--- config.mk ---
export PLATFORM = sky130hd
export DESIGN_NAME = mcht_dec_gen
export DESIGN_NICKNAME = d
export VERILOG_FILES = /design/src/rtl/mcht_dec_gen.sv
export SDC_FILE = /design/constraint.sdc
export NUM_CORES = 1
export LEC_CHECK = 0
export CAP_MARGIN = 10
export CORE_ASPECT_RATIO = 1.75
export CORE_UTILIZATION = 48
export DETAILED_ROUTE_END_ITERATION = 8
export PLACE_DENSITY_LB_ADDON = 0.2
export SLEW_MARGIN = 20
export SYNTH_ARGS = -nofsm -noshare
export SYNTH_HDL_FRONTEND = slang
export SYNTH_SLANG_ARGS = --single-unit
--- constraint.sdc ---
create_clock -name CLK100M -period 5.2 [get_ports CLK100M]
set_input_delay 0.52 -clock CLK100M [delete_from_list [all_inputs] [get_ports CLK100M]]
set_output_delay 0.52 -clock CLK100M [all_outputs]
set_load 0.01 [all_outputs]
--- src/rtl/mcht_dec_gen.sv ---
// Parametrised Manchester frame decoder: oversampled RXD, start-symbol lock,
// mid-bit sampling within a jitter window, valid/ready word delivery.
module mcht_dec_gen #(
    parameter int unsigned pMSG_LEN   = 16,
    parameter int unsigned pHALF_T    = 4,
    parameter int unsigned pTOL       = 1,
    parameter int unsigned pIDLE_T    = 12,
    parameter int unsigned pMSB_FIRST = 0,
    parameter int unsigned pPOL       = 0
) (
    input  logic                CLK100M,
    input  logic                RST_N,
    input  logic                RXD,
    output logic [pMSG_LEN-1:0] MSG_DATA,
    output logic                MSG_VLD,
    input  logic                MSG_RDY,
    output logic                ERR_CODE,
    output logic                ERR_OVF,
    output logic                BUSY
);

    localparam int unsigned TW = $clog2(2*pHALF_T + pTOL + 2);
    localparam int unsigned IW = $clog2(pIDLE_T + 1);
    localparam int unsigned XW = $clog2(pMSG_LEN);

    localparam logic [TW-1:0] T_SAT    = TW'(2*pHALF_T + pTOL + 1);
    localparam logic [TW-1:0] T_SW_LO  = TW'(pHALF_T - pTOL);
    localparam logic [TW-1:0] T_SW_HI  = TW'(pHALF_T + pTOL);
    localparam logic [TW-1:0] T_BND    = TW'((3*pHALF_T)/2);
    localparam logic [TW-1:0] T_MW_LO  = TW'(2*pHALF_T - pTOL);
    localparam logic [TW-1:0] T_MW_HI  = TW'(2*pHALF_T + pTOL);
    localparam logic [IW-1:0] I_ARM    = IW'(pIDLE_T);
    localparam logic [XW-1:0] LAST_IDX = XW'(pMSG_LEN - 1);
    localparam logic          POL      = (pPOL != 0);

    typedef enum logic [2:0] {S_IDLE, S_ARMED, S_START, S_BIT, S_TAIL} state_t;

    state_t              state, state_n;
    logic [2:0]          sync;
    logic [IW-1:0]       idle_cnt;
    logic [TW-1:0]       t_cnt;
    logic [XW-1:0]       bit_idx, pos;
    logic [pMSG_LEN-1:0] word_q, word_nxt;
    logic                edge_p, lvl, rise, fall, armed, t_sat;
    logic                in_start_win, in_mid_win, is_bound;
    logic                t_clr, take_bit, bit_start, done, err_n;

    assign edge_p       = sync[1] ^ sync[2];
    assign lvl          = sync[1];
    assign rise         = edge_p & lvl;
    assign fall         = edge_p & ~lvl;
    assign armed        = (idle_cnt >= I_ARM);
    assign t_sat        = (t_cnt == T_SAT);
    assign in_start_win = (t_cnt >= T_SW_LO) && (t_cnt <= T_SW_HI);
    assign in_mid_win   = (t_cnt >= T_MW_LO) && (t_cnt <= T_MW_HI);
    assign is_bound     = (t_cnt < T_BND);
    assign BUSY         = (state == S_START) || (state == S_BIT) || (state == S_TAIL);

    always_comb begin
        pos           = (pMSB_FIRST != 0) ? (LAST_IDX - bit_idx) : bit_idx;
        word_nxt      = word_q;
        word_nxt[pos] = lvl ^ POL;
    end

    always_comb begin
        state_n   = state;
        t_clr     = 1'b0;
        take_bit  = 1'b0;
        bit_start = 1'b0;
        done      = 1'b0;
        err_n     = 1'b0;
        case (state)
            S_IDLE:  if (armed) state_n = S_ARMED;
            S_ARMED: begin
                if (fall) begin
                    state_n = S_START;
                    t_clr   = 1'b1;
                end else if (!armed) begin
                    state_n = S_IDLE;
                end
            end
            S_START: begin
                if (t_sat || (rise && !in_start_win)) begin
                    err_n   = 1'b1;
                    state_n = S_IDLE;
                end else if (rise) begin
                    state_n   = S_BIT;
                    t_clr     = 1'b1;
                    bit_start = 1'b1;
                end
            end
            S_BIT: begin
                if (t_sat) begin
                    err_n   = 1'b1;
                    state_n = S_IDLE;
                end else if (edge_p && !is_bound) begin
                    if (in_mid_win) begin
                        take_bit = 1'b1;
                        t_clr    = 1'b1;
                        if (bit_idx == LAST_IDX) begin
                            done    = 1'b1;
                            state_n = S_TAIL;
                        end
                    end else begin
                        err_n   = 1'b1;
                        state_n = S_IDLE;
                    end
                end
            end
            S_TAIL:  if (armed) state_n = S_IDLE;
            default: state_n = S_IDLE;
        endcase
    end

    // t_cnt restarts at 1 so that its value on an edge equals the spacing
    // in clocks from the previous accepted edge.
    always_ff @(posedge CLK100M or negedge RST_N) begin
        if (!RST_N) begin
            sync     <= 3'b111;
            idle_cnt <= '0;
            t_cnt    <= '0;
            bit_idx  <= '0;
            word_q   <= '0;
            state    <= S_IDLE;
        end else begin
            sync  <= {sync[1:0], RXD};
            state <= state_n;
            if (!lvl)
                idle_cnt <= '0;
            else if (!armed)
                idle_cnt <= idle_cnt + IW'(1);
            if (t_clr)
                t_cnt <= TW'(1);
            else if (!t_sat)
                t_cnt <= t_cnt + TW'(1);
            if (bit_start) begin
                bit_idx <= '0;
                word_q  <= '0;
            end else if (take_bit) begin
                bit_idx <= bit_idx + XW'(1);
                word_q  <= word_nxt;
            end
        end
    end

    always_ff @(posedge CLK100M or negedge RST_N) begin
        if (!RST_N) begin
            MSG_DATA <= '0;
            MSG_VLD  <= 1'b0;
            ERR_CODE <= 1'b0;
            ERR_OVF  <= 1'b0;
        end else begin
            ERR_CODE <= err_n;
            ERR_OVF  <= done && MSG_VLD && !MSG_RDY;
            if (done && (!MSG_VLD || MSG_RDY)) begin
                MSG_DATA <= word_nxt;
                MSG_VLD  <= 1'b1;
            end else if (MSG_VLD && MSG_RDY) begin
                MSG_VLD <= 1'b0;
            end
        end
    end

endmodule

; Yosys cells after proc, flatten, opt, wreduce, memory -nomap -nowiden
; Cells that the tools add are included.
[op_classes]
mux = 43
eq_ne = 14
n_bitwise = 4
add_sub_neg = 3
magnitude_cmp = 8
n_reduce_logical = 21
[ops]
columns = cell, n
row1 = two-way mux 16 bit, 2
row2 = two-way mux 3 bit, 10
row3 = two-way mux 4 bit, 6
row4 = two-way mux 1 bit, 20
row5 = bitwise mux 16 bit, 1
row6 = case mux 3 bit (5 select lines), 1
row7 = adder 4 x 1 -> 4 bit (second input constant), 3
row8 = logical AND 1 bit, 9
row9 = equality test 4 bit (second input constant), 2
row10 = equality test 3 x 2 -> 1 bit (second input constant), 2
row11 = != test 2 bit (second input constant), 3
row12 = != test 3 x 2 -> 1 bit (second input constant), 2
row13 = AND reduction 6 bit, 1
row14 = < comparator 4 x 5 -> 1 bit (second input constant), 1
row15 = demux 1 bit (select 4 bit), 1
row16 = >= comparator 4 x 1 -> 1 bit (second input constant), 1
row17 = >= comparator 4 x 2 -> 1 bit (second input constant), 1
row18 = >= comparator 4 x 3 -> 1 bit (second input constant), 1
row19 = >= comparator 4 bit (second input constant), 1
row20 = <= comparator 4 x 3 -> 1 bit (second input constant), 1
row21 = <= comparator 4 bit (second input constant), 1
row22 = logical NOT 1 bit, 4
row23 = logical OR 1 bit, 4
row24 = < comparator 4 x 3 -> 1 bit (second input constant), 1
row25 = 12 further kinds, 14
[word_totals]
regBits = 53
output_inout_bits = 20

; Depth between registers and ports, before layout
; Gate-level depths: netlist (run 1).
[logic_depth]
ltp_word = 8
ltp_mapped = 9
depth_no_buf = 6

; Worst setup path after synthesis (run 1)
; Ideal clock, no wire load.
[synth_timing]
kind = reg2reg
start = register sync[1]
end = register MSG_DATA[0]
arrival_ns = 2.496
setup_ns = 0.125
stages_incl_launch_ff = 10
setup_slack_ns = 2.579
path_buffers = 4
cell_sequence = dfstp_2 inv_1 clkbuf_1 ha_1 or2_0 buf_2 or4_4 buf_6 buf_8 mux2_4
[synth_via]
elab_chain_cells = 6
elab_cells_between_ends = 7
classes_between = 4 x mux / 1 x bitwise / 2 x reduce/logical
[synth_rtl]
columns = item, line_no
row1 = start: declaration, 39  ; logic [2:0] sync;
row2 = start signal: assignment, 126  ; sync <= {sync[1:0], RXD};
row3 = XOR 1 bit, 48  ; assign edge_p = sync[1] ^ sync[2];
row4 = logical AND 1 bit, 96  ; end else if (edge_p && !is_bound) begin
row5 = two-way mux 1 bit, 96
row6 = two-way mux 1 bit, 93  ; if (t_sat) begin
row7 = two-way mux 1 bit, 72  ; case (state)
row8 = logical AND 1 bit, 155  ; if (done && (!MSG_VLD || MSG_RDY)) begin
row9 = end signal: assignment, 156  ; MSG_DATA <= word_nxt;
row10 = end: declaration, 14  ; output logic [pMSG_LEN-1:0] MSG_DATA,
; Parallel ways exist; a longest one is shown, timed or not.
; A chain may end at the register's enable or synchronous reset.

; Final worst setup path (run 1)
[layout_timing]
start = register sync[1]
end = register MSG_DATA[8]
; Same word-level chain as after synthesis.

==> results of run 1 <==
[logic make-up after synthesis]
kind of cell	Yosys count	synth area share [%]
fa+ha+maj	11	4.87
buf+inv	27	4.64
compound gates	30	6.72
xor+xnor	4	1.24
flops	52	46.1
simple gates	107	19.5
mux	41	16.9
[state kept, by name (all words and copies together) (netlist names)]
name,cells
ERR_CODE,1
ERR_OVF,1
MSG_DATA,16
MSG_VLD,1
bit_idx,4
idle_cnt,4
state,3
sync,3
t_cnt,4
word_q,15
[critical path, delay by kind of cell, from the launching register on]
family | cells | cell delay (ps)
fa+ha+maj | 1 | 360
buf+inv | 2 | 550
flops | 1 | 750
mux | 1 | 350
simple gates | 2 | 1140
[through the flow]
step	instance area (um^2)	hold WS (ps)	setup slack, ps	std cells	total power, mW
6_report	3160	310	1910	361	1.03
3_5_place_dp	3060	349	1960	354	0.798
3_3_place_gp	3060	352	2030	354	0.789
4_1_cts	3160	360	1930	361	1.04
5_1_grt	3160	370	1780	361	1.10
2_1_floorplan	2830	224	2580	272	0.729
[cell usage after synthesis, drive strengths merged, types with 7 or more instances]
cell | count | area [um^2]
o21ai | 10 | 50.1
mux2 | 24 | 308
nor4 | 20 | 125
nand2 | 42 | 158
clkbuf | 10 | 37.5
nand3 | 13 | 65.1
mux2i | 17 | 170
dfrtp | 49 | 1230
ha | 11 | 138
inv | 8 | 30.0
buf | 9 | 63.8
nand2b | 7 | 43.8
a21oi | 7 | 38.8
[final cells by class]
cell class	instances	area, um^2	share of cell area, %
Clock buffer	7	96.3	3.05
Sequential cell	52	1310	41.3
Inverter	8	30.0	0.950
Timing Repair Buffer	25	240	7.60
Tap cell	76	95.1	3.01
Multi-Input combinational cell	193	1390	44.1
[where the power goes]
group | switching [mW] | leakage, nW | total (mW) | internal (mW)
registers | 0.0517 | 0.700 | 0.487 | 0.436
clock network | 0.125 | 0.0503 | 0.244 | 0.119
logic | 0.194 | 0.605 | 0.304 | 0.109
[worst paths after layout]
check                      slack, ps  startpoint     endpoint
max in group asynchronous       4450       RST_N   bit_idx[0]
setup reg to reg                1910     sync[1]  MSG_DATA[8]
setup / recovery                1910     sync[1]  MSG_DATA[8]
hold / removal                   310       RST_N     state[1]
hold reg to reg                  360     sync[0]      sync[1]
min in group CLK100M             360     sync[0]      sync[1]
[metal layers]
layer / track usage [%] / part of all wire (%) / up-vias
li1: - / - / 988
met1: 25.0 / 43 / 1025
met2: 33.7 / 50 / 40
met3: 2.87 / 3.4 / 15
met4: 10.5 / 3.2 / 0
met5: 0 / 0 / -
==> summary.md, run 1 <==
| Metric | Value |
|---|---|
| Initial cell density of the core | `50.2%` |
| Iter 0 DRT Violations | `78` |
| Clock Latency Late Sink | `roughly 300 ps` |
| Initial antenna violation count | `0` |
| Syn Inst Count | `272` |
| Fill cells | `497` |
| Global-route wire length before repair | `9720 um` |
| Largest net degree at the start of global routing | `between 50 and 60` |
| DP HPWL | `3980 um` |
| Worst path cell trace | `inv_1 > ha_1 > or2_0 > buf_4 > or4_4 > mux2_4` |
| WS Path Type | `reg -> reg` |
| Antenna-violating nets left | `0` |
| Clk buf depth | `2` |
| Die Wd | `60.0 um` |
| DRC | `0` |
| Seq/Total Area, Yosys | `46.1%` |
| Rows | `36` |
| Root Driver | `clkbuf_8` |
| Endpoints failing setup | `0` |
| Critical path peak fanout | `16` |
| Outcome | `complete, no violations` |
| Max cap viols | `0` |
| Clock skew | `6.06 ps` |
| Critical Path End Type | `flip-flop` |
| RSZ-0062 raised after global routing | `no` |
| Post-CTS setup buffer count | `0` |
| Crit-path slowest cell | `dfstp_2` |
| Flop and latch count out of synthesis | `52` |
| PostCTS Resize Cnt | `0` |
| Synth cell types | `43` |
| Power Dens Cells | `328 nW/um^2` |
| Peak Freq | `0.304 GHz` |
| Htree depth | `2` |
| CTS tree | `done` |
| EDFF count, synth | `0` |
| Most frequent cells in the layout | `dfrtp_1 (49), nand2_1 (42), clkdlybuf4s50_1 (22), nor4_1 (20), mux2i_1 (17)` |
| Static Leak | `~1.4 nW` |
| Worst path required time | `5390 ps` |
| Peak VDD IR | `0.000157 V` |
| Worst Reg-to-Reg Cells | `6` |
| Drt pass-1 iters | `4` |
| P&R area growth vs syn | `11.7%` |
| Max-slew violations | `0` |
| Max_slew headroom | `40.8%` |
| Syn_area_per_cell | `10.4 um^2` |
| Fin nets | `300` |
| Worst slew pin tran | `886 ps` |
| Layout cells sized above 1 | `~14%` |
| Vert. Die Dim | `104 um` |
| Critical path launch point type | `flip-flop` |
| CTS Hold Bufs | `0` |
| Top_reg_cell synth | `dfrtp_1` |
| Final period util | `about 63%` |
| Diode count | `0` |
| Final hold vios | `0` |
| Hold crit path type | `in -> async` |
| Vias in the first global route | `2116` |
| Synth Warn # | `0` |
| Gp weighted congestion | `between 0.8 and 0.9` |
| Drt via density | `5.73` |
| Fin Setup TNS | `0 ps` |
| Worst Path Arrival | `approximately 3500 ps` |
| Grt ovf | `0` |
| CTS buffer count | `5` |
| Utilization after layout | `56.1%` |
| Die ar. | `6220 um^2` |
| Total track usage | `20.4%` |
| Core ar. | `5630 um^2` |
| Clock slew at reported path FFs | `90 ps` |
| Fin crit period | `between 3000 and 4000 ps` |
| Max stage delay on crit path | `750 ps` |
| Ys async rst share | `100%` |
| Ports | `24` |
| Most common cell after layout, fill and taps aside | `dfrtp_1` |
| Net Count, Synth | `287` |
| CTS sink count | `52` |
| Drt wl/cell | `16.1 um` |
| Detailed-route via count | `2068` |
| Port Buffers | `23` |
| Post-Syn Area | `2830 um^2` |
| Routed WL | `5800 um` |
Power figures use the tool's default switching activity.
==> run 2: changes to the inputs <==
==> constraint.sdc (replaced) <==
create_clock -name CLK100M -period 2.9 [get_ports CLK100M]
set_input_delay 0.29 -clock CLK100M [delete_from_list [all_inputs] [get_ports CLK100M]]
set_output_delay 0.29 -clock CLK100M [all_outputs]
set_load 0.01 [all_outputs]
==> summary.md, run 2 (synthesis gave the netlist of run 1 again) <==
| Metric | Value |
|---|---|
| Outcome | `complete, no violations` |
| Grt ovf | `0 (unchanged)` |
| CTS tree | `done` |
| Clock Latency Late Sink | `310 ps (about the same)` |
| Gp weighted congestion | `0.820 (-1.0%)` |
| Max cap viols | `0 (unchanged)` |
| DRC | `0 (unchanged)` |
| Post-CTS setup buffer count | `0 (unchanged)` |
| Largest net degree at the start of global routing | `33 (-38%)` |
| Peak VDD IR | `0.000308 V (+96%)` |
| Vias in the first global route | `2017 (-4.7%)` |
| WP buf/inv | `1 (-1)` |
| WS Path Type | `reg -> reg` |
| CTS buffer count | `5 (unchanged)` |
| Rows | `36 (unchanged)` |
| Fill cells | `507 (+2.0%)` |
| Crit-path slowest cell | `dfstp_2` |
| Worst path required time | `3090 ps (-2300 ps)` |
| Core ar. | `5630 um^2 (unchanged)` |
| Total track usage | `21.0% (+0.59 points)` |
| Largest regs | `MSG_DATA: 16 flops, word_q: 15 flops` |
| Most flop-heavy register | `MSG_DATA` |
| Initial cell density of the core | `50.2% (unchanged)` |
| Critical Path End Type | `flip-flop` |
| Final period util | `88.0% (+25 points)` |
| Fin crit period | `2550 ps (-733 ps)` |
| P&R area growth vs syn | `13.0%` |
| Vert. Die Dim | `104 um (unchanged)` |
| Routed WL | `5670 um (-2.2%)` |
| Antenna-violating nets left | `0 (unchanged)` |
| Worst Path Arrival | `2740 ps (-730 ps)` |
| Diode count | `0 (unchanged)` |
| Static Leak | `1.38 nW (+1.7%)` |
| Clock slew at reported path FFs | `90 ps (about the same)` |
| Clock share of power | `22.6% (-1.0 points)` |
| Max_slew headroom | `59.7% (+19 points)` |
| Number of flip-flops in the largest register | `16 (unchanged)` |
| CP top delay family | `simple AND/OR/NAND/NOR gates` |
| Port Buffers | `23 (unchanged)` |
| Iter 0 DRT Violations | `110 (+41%)` |
| Worst path cell trace | `inv_1 > ha_1 > or2_0 > or4_4 > mux2_4` |
| Max-slew violations | `0 (unchanged)` |
| DP HPWL | `3960 um (-0.57%)` |
| Layout cells sized above 1 | `15.8% (+1.4 points)` |
| CTS sink count | `52 (unchanged)` |
| Reg power frac | `46.5% (-0.6 points)` |
| Die Wd | `60.0 um (unchanged)` |
| P_int | `1.19 mW (+79%)` |
| Critical path peak fanout | `16 (unchanged)` |
| Fin Setup TNS | `0 ps (unchanged)` |
| Max stage delay on crit path | `710 ps (-40 ps)` |
| Die ar. | `6220 um^2 (unchanged)` |
| Logic gate share of total power | `30.8% (+1.5 points)` |
| Global-route wire length before repair | `9850 um (+1.3%)` |
| Sw power | `0.678 mW (+83%)` |
| Setup slack, reg-to-reg | `350 ps (-1570 ps)` |
| Clk buf depth | `2 (unchanged)` |
| Worst slack, placed | `346 ps (-1610 ps)` |
| Final hold vios | `0 (unchanged)` |
| Detailed-route via count | `2015 (-2.6%)` |
| Htree depth | `2 (unchanged)` |
| Critical path launch point type | `flip-flop` |
| Sw Share | `36.3% (+0.41 points)` |
| Hold crit path type | `reg -> reg` |
| Most frequent cells in the layout | `dfrtp_1 (49), nand2_1 (42), clkdlybuf4s50_1 (22), nor4_1 (20), mux2i_1 (17)` |
| Fin nets | `305 (+1.7%)` |
| Root Driver | `clkbuf_8` |
| Overall power | `1.87 mW (+81%)` |
| Initial antenna violation count | `0 (unchanged)` |
| Drt pass-1 iters | `4 (unchanged)` |
| Slack of the critical path | `347 ps (-1570 ps)` |
| Power Dens Cells | `585 nW/um^2 (+79%)` |
| Drt via density | `5.49 (-4.2%)` |
| Drt wl/cell | `15.5 um (-3.8%)` |
| Worst slew pin tran | `604 ps (-282 ps)` |
| RSZ-0062 raised after global routing | `no` |
| Most common cell after layout, fill and taps aside | `dfrtp_1` |
| Sequential cell area | `1310 um^2 (unchanged)` |
| Ports | `24 (unchanged)` |
| Endpoints failing setup | `0 (unchanged)` |
| Clock skew | `11.6 ps (+5.51 ps)` |
| Peak Freq | `0.392 GHz (+29%)` |
| Multi-input gate area | `1390 um^2 (unchanged)` |
## run 2: cell types whose count changed in the layout (fill, tap and decap cells not counted)
cell,previous run,this run
dlygate4sd3_1,0,1
clkinv_2,0,2
buf_4,2,6
clkbuf_8,7,6
## run 2: what timing repair did
item,in CTS,in global routing
endpoints found under the hold margin,19,0
gates resized for setup,0,0
hold buffers,1,0
## run 2: area by class of cell
class / instances / area share (%)
clock inverters: 2 / 0.313
inverters: 8 / 0.940
clock buffers: 6 / 2.58
multi-input cells: 193 / 43.6
flip-flops and latches: 52 / 40.8
well taps: 76 / 2.98
repair buffers: 30 / 8.77
## run 2: routing by layer
layer  part of all wire (%)  track usage (%)
met5                      0                0
met3                    2.9             4.00
met2                     52             33.3
met1                     43             27.7
met4                    2.1             8.14
## run 2: final timing paths
| kind | start | to | depth (start not counted) |
|---|---|---|---|
| setup / recovery | sync[1] | MSG_DATA[7] | 5 |
| hold / removal | sync[0] | sync[1] | 0 |
| min in group asynchronous | RST_N | ERR_OVF | 2 |
| max in group asynchronous | RST_N | sync[2] | 3 |
| setup reg to reg | sync[1] | MSG_DATA[7] | 5 |
| hold reg to reg | sync[0] | sync[1] | 0 |
## run 2: power by group through the flow
stage                     logic, mW  registers (mW)  clock network (mW)
after CTS                     0.580           0.868               0.440
after global placement        0.569           0.883                   0
after floorplan               0.476           0.832                   0
after detailed placement      0.577           0.883                   0
after global routing          0.644           0.879               0.477
final                         0.576           0.869               0.423
## run 2: per-stage QoR
stage               utilization (%)  instance area, um^2  hold slack [ps]  std cells
finish                         56.8                 3200              362        367
global route                   56.8                 3200              366        367
CTS                            56.8                 3200              365        367
detailed placement             54.9                 3090              269        358
global placement               54.9                 3090              257        358
floorplan                         -                 2830            -5.59        272
==> variant (settings of run 2) <==
Change the parameter `pMSB_FIRST` from 0 to 1.
--- a/src/rtl/mcht_dec_gen.sv
+++ b/src/rtl/mcht_dec_gen.sv
@@ -5,7 +5,7 @@
     parameter int unsigned pHALF_T    = 4,
     parameter int unsigned pTOL       = 1,
     parameter int unsigned pIDLE_T    = 12,
-    parameter int unsigned pMSB_FIRST = 0,
+    parameter int unsigned pMSB_FIRST = 1,
     parameter int unsigned pPOL       = 0
 ) (
     input  logic                CLK100M,
Function: no difference found for any inputs over 10 cycles, from zero or initial values and one cycle with RST_N low; that may be too few to reach the edited logic, so the function may still have changed.
==> variant against run 2 <==
Sequential cell count stayed put. Wire length shrank 3.6%. Power up 5.1%. Global-route usage shrank 1.3 points. Cell count rose by 0.82%. Critical path depth is 2 higher. Synthesized area decreased by 0.44%. Largest power group unchanged. Core utilization shrank 1.2 points. Final area is 2.1% lower. Critical path type unchanged. Worst setup slack improved by 0.12 ns.
==> variant: results <==
[outcome]
outcome = "completed"

[placement]
place.gp.congestion = 0.783
placed_cell_area_mm2 = 0.00304
placedCellCount = 362
place.detailed.hpwl_um = 3740
dp_slack_ns = 0.517

[logic_synthesis]
synth_cells = 280
synthTopCellsByArea = "dfrtp_1 44%, a21oi_1 6.6%, mux2i_1 6.0%, ha_1 4.9%, o31ai_2 4.0%"
ys_top_cells_by_count = "49 x dfrtp_1, 37 x a21oi_1, 27 x nor2_1"
async_reset_ff_share_pct = 100
ys_seq_area_share_pct = 46.3
ys.flop_type = "dfrtp_1"
yosysUniqueCellTypes = 49
synthesis.nets = 295

[setup_path]
reg2reg_depth = 7
cpPeakStageDelay_ns = 0.54
r2r-end = "t_cnt[2]"
regToRegSetupSlack_ns = 0.47
cp_max_fo = 19
reg2reg_from = "sync[1]"

[global_routing]
grt_max_degree = 53
grt_util_met3_pct = 1.99
grt_usage_pct = 19.7
use_met1_pct = 23.4
grt_util_met2_pct = 35.5
grt_pass1_wl_um = 9180

[timing]
relSlewSlack_pct = 42.7
skew_ns = 0.00953
holdWs_ns = 0.0946

[routing]
met1_length_um = 2370
num_vias = 2039
initialDrtViolationCount = 41
dr_wl_met3_um = 116
wl_met2_um = 2890
drtPass1Iterations = 4
finalWirelength_um = 5470

[cells_and_area]
diodes = 0
fin_cells = 370
regMostFlops = "MSG_DATA"
drive_gt1_share_pct = 11.9
nets = 308
fillCellCount = 521

[clock_tree]
clk_path_buf_depth = 2

[power_and_ir_drop]
ir_drop_mv = 0.429
power_leakage_nw = 1.41
p_switching_w = 0.000742

[min_path]
hold_path_class = "in -> async"
variant: cell types whose count changed after synthesis, moves of 9 or more:
cell	before	now
a21oi_1	6	37
mux2_2	14	1
mux2_4	10	0
nand2_1	42	26
nand4_1	1	15
nor2_1	5	27
nor4_1	20	0
o21ai_0	10	1
o31ai_2	0	9
variant: logic make-up after synthesis:
logic type / count (synthesis) / share of synthesized area (%)
AOI/OAI and AO/OA: 67 / 16.2
adders and majority gates: 11 / 4.89
muxes: 19 / 6.84
DFF: 52 / 46.3
buffers and inverters: 31 / 6.04
and+or+nand+nor: 95 / 18.2
xor gates and xnor gates: 5 / 1.55
variant: area by class of cell:
type	instances	area (um2)	share of cell area, %
Multi-Input combinational cell	197	1340	42.9
Sequential cell	52	1310	41.7
Timing Repair Buffer	29	270	8.64
Tap cell	76	95.1	3.04
Clock buffer	5	68.8	2.20
Inverter	8	30.0	0.960
Clock inverter	3	18.8	0.600
variant: worst max path at each step:
stage / depth (start not counted) / slack [ns] / from / end
after floorplan: 9 / 0.38 / sync[1] / word_q[10]
after global placement: 7 / 0.57 / sync[1] / t_cnt[0]
after detailed placement: 7 / 0.52 / sync[1] / t_cnt[2]
after CTS: 7 / 0.46 / sync[1] / t_cnt[2]
after global routing: 7 / 0.36 / sync[1] / MSG_DATA[10]
final: 7 / 0.47 / sync[1] / t_cnt[2]
variant: power groups by stage:
stage / Sequential, W / Clock, W / Combinational, W
after floorplan: 0.000883 / 0 / 0.000528
after global placement: 0.000913 / 0 / 0.000638
after detailed placement: 0.000916 / 0 / 0.000642
after CTS: 0.000902 / 0.000423 / 0.000650
after global routing: 0.000916 / 0.000447 / 0.000718
final: 0.000905 / 0.000412 / 0.000646
